`config.mk`:
```
export PLATFORM = sky130hd
export DESIGN_NAME = decoder
export DESIGN_NICKNAME = d
export VERILOG_FILES = /design/src/rtl/decoder.sv
export SDC_FILE = /design/constraint.sdc
export NUM_CORES = 1
export LEC_CHECK = 0
export CAP_MARGIN = 20
export CORE_AREA = 4 4 41 43
export CTS_CLUSTER_SIZE = 14
export DETAILED_ROUTE_END_ITERATION = 7
export DIE_AREA = 0 0 45 47
export PLACE_DENSITY_LB_ADDON = 0.25
export RECOVER_POWER = 100
export SYNTH_ARGS = -nofsm -noshare
export SYNTH_HDL_FRONTEND = slang
export SYNTH_SLANG_ARGS = --single-unit
export TNS_END_PERCENT = 50
```
`constraint.sdc`:
```
create_clock -name clk -period 1.4 [get_ports clk]
set_input_delay 0.28 -clock clk [delete_from_list [all_inputs] [get_ports clk]]
set_output_delay 0.28 -clock clk [all_outputs]
set_load 0.01 [all_outputs]
```
`src/rtl/decoder.sv`:
```
// decoder: registered 3-to-8 style line decoder with 74x138 enable pair
// and selectable output polarity; outputs come straight from flops.
module decoder #(
    parameter int SEL_W      = 3,
    parameter bit ACTIVE_LOW = 1'b1
) (
    input  logic                  clk,
    input  logic                  rst,
    input  logic [SEL_W-1:0]      iData,
    input  logic [1:0]            iEna,
    output logic [2**SEL_W-1:0]   oData,
    output logic                  oValid
);
    localparam int N = 2**SEL_W;
    logic [N-1:0] data_d, data_q, hot;
    logic         valid_d, valid_q;
    always_comb begin
        valid_d = iEna[0] & ~iEna[1];
        hot     = valid_d ? (N'(1) << iData) : '0;
        data_d  = ACTIVE_LOW ? ~hot : hot;
    end
    // reset drives every line to the inactive level
    always_ff @(posedge clk or posedge rst) begin
        if (rst) begin
            data_q  <= {N{ACTIVE_LOW}};
            valid_q <= 1'b0;
        end else begin
            data_q  <= data_d;
            valid_q <= valid_d;
        end
    end
    assign oData  = data_q;
    assign oValid = valid_q;
endmodule

```
==> results.json <==
{
  "status": "completed",
  "first_pass_iters": 2,
  "place_hpwl_um": 482,
  "antenna_cells": 0,
  "track_usage_pct": 7.18,
  "synth_fp_nets": 31,
  "fp.coreArea_um2": 1300,
  "via_per_inst": 4.22,
  "cp_max_fo": 1,
  "period_share_pct": 93.5,
  "wire_per_inst_um": 10.6,
  "crit_family": "flip-flops",
  "max_stage_delay_ns": 0.51,
  "port-buffer-count": 15,
  "final_layout_size_suffix_gt1_share_pct": 30.2,
  "synthArstFlopShare_pct": 100,
  "ir_drop_mv": 0.333,
  "slew_headroom_pct": 79.2,
  "max_freq_ghz": 0.764,
  "ys.flop_type": "dfstp_2",
  "finalHoldViolations": 0,
  "synth_area_leaders": "dfstp_2 64%, dfrtp_1 7.6%, nand3_1 6.1%",
  "fin_crit_ns": 1.31,
  "min_path_type": "in2async",
  "antenna_found_initial": 0,
  "area_growth_pct": 54.4,
  "yosysMostFrequentCell": "dfstp_2",
  "path_clk_slew_ns": 0.06,
  "die_h_um": 47,
  "holdBufCountCts": 0,
  "setup_viol": 0,
  "fill_cells": 138,
  "cp_num_buf_inv": 1,
  "rows": 13,
  "drt-total-wl_um": 615,
  "final_core_util_pct": 39.0,
  "crit_required_ns": 1.12,
  "first_global_vias": 238,
  "cp_num_cells": 1,
  "avgSynthCellArea_um2": 13.7,
  "cts_tree": "done",
  "arrival_ns": 1.03,
  "rsz0062_at_grt": "false",
  "multi_input_area_um2": 85.1,
  "synthCells": 24,
  "yosys_warnings": 0,
  "criticalPathCategory": "reg2out",
  "path_cells": "dlygate4sd2_1",
  "htreeDepth": 1,
  "power_density_nw_per_um2": 1010,
  "initial_core_util_pct": 25.3,
  "cts_buffers": 3,
  "nets": 51,
  "tightestPinTransition_ns": 0.311,
  "start_kind": "register",
  "synth_edf_count": 0,
  "cts_root_buf": "clkbuf_4",
  "die_area_um2": 2120,
  "drt_iter0_drc": 1,
  "drv_cap": 0,
  "final-seq-area_um2": 235,
  "setup_tns_ns": 0,
  "clk_path_buf_depth": 2,
  "synth_cell_type_count": 12,
  "final-max-slew-violation-count": 0,
  "ant_nets": 0,
  "cellLeakagePower_nw": 0.194,
  "fp.dieW_um": 45,
  "grt_pass1_wl_um": 945,
  "synth_area_um2": 329,
  "gp_congestion": 0.701,
  "ys_ff_latch": 9,
  "clock_sinks": 9,
  "yosys.area.top_type_share_pct": 63.9,
  "grt_max_degree": 10,
  "cp_slowest_cell": "dfstp_2",
  "synth_area_leader_cell": "dfstp_2",
  "vias": 245,
  "overflow": 0,
  "crit_path_end_kind": "primary output",
  "io_pins": 16,
  "synth_common_cells": "8 x dfstp_2, 4 x nand3_1, 3 x nand2_1",
  "ys_seq_area_share_pct": 71.5,
  "remaining_drc_errors": 0
}
## cell type report
type                       instances  area share [%]
clock buffer                       4            5.17
inverter                           1           0.739
multi-input combinational         14            16.7
sequential                         9            46.3
tap                               15            3.69
timing repair buffer              15            27.3
## power breakdown
group	switching (W)	internal, W
sequential	0.000000930	0.000269
clock	0.0000867	0.000110
combinational	0.0000239	0.0000253
## flip-flops by register name, summed over array words and instances, names as in the netlist
register  flops
oData         8
oValid        1
## placed cells by master (no fill, tap or decap), drive strengths merged
master	n
nor3	1
and2b	1
clkbuf	4
dfstp	8
nand4	1
dfrtp	1
nand2	3
dlygate4sd2	9
and3b	1
clkdlybuf4s50	3
dlygate4sd3	3
nand3	4
nor3b	1
nor2	1
nor2b	1
inv	1
## what timing repair did
action,CTS,global route
gates resized for setup,9,0
setup endpoints to repair,9,0
setup buffers,0,0
## cell families (layout without fill, tap and decap cells)
kind of cell	after synthesis	count (layout)	synth area share [%]
flip-flops	9	9	71.5
AND/OR/NAND/NOR	14	14	27.4
buffers and inverters	1	20	1.14
## worst paths after layout
| path | start | to | slack, ns |
|---|---|---|---|
| max | oData[4] | oData[4] | 0.09 |
| min | rst | oValid | 0.42 |
| max in group asynchronous | rst | oData[7] | 0.70 |
| min in group clk | iData[0] | oData[1] | 0.63 |
## per-stage QoR
stage / power [W] / cell area, um^2 / hold WS, ns / cells / setup WS [ns]
floorplan: 0.000293 / 329 / 0.102 / 24 / 0.600
global placement: 0.000329 / 498 / 0.546 / 54 / 0.0985
detailed placement: 0.000330 / 498 / 0.559 / 54 / 0.0920
CTS: 0.000523 / 513 / 0.286 / 58 / 0.0772
global route: 0.000538 / 508 / 0.446 / 58 / 0.0449
finish: 0.000515 / 508 / 0.418 / 58 / 0.0916
## metal layers
| metal | share of wire, % | vias up | routed length [um] | track usage (%) |
|---|---|---|---|---|
| met5 | 0 | - | 0 | 0 |
| met4 | 3.1 | 0 | 19 | 12.3 |
| met3 | 10 | 2 | 64 | 2.30 |
| met2 | 49 | 12 | 300 | 10.2 |
| met1 | 38 | 113 | 231 | 6.31 |
| li1 | - | 118 | - | - |
Power figures use the tool's default switching activity.
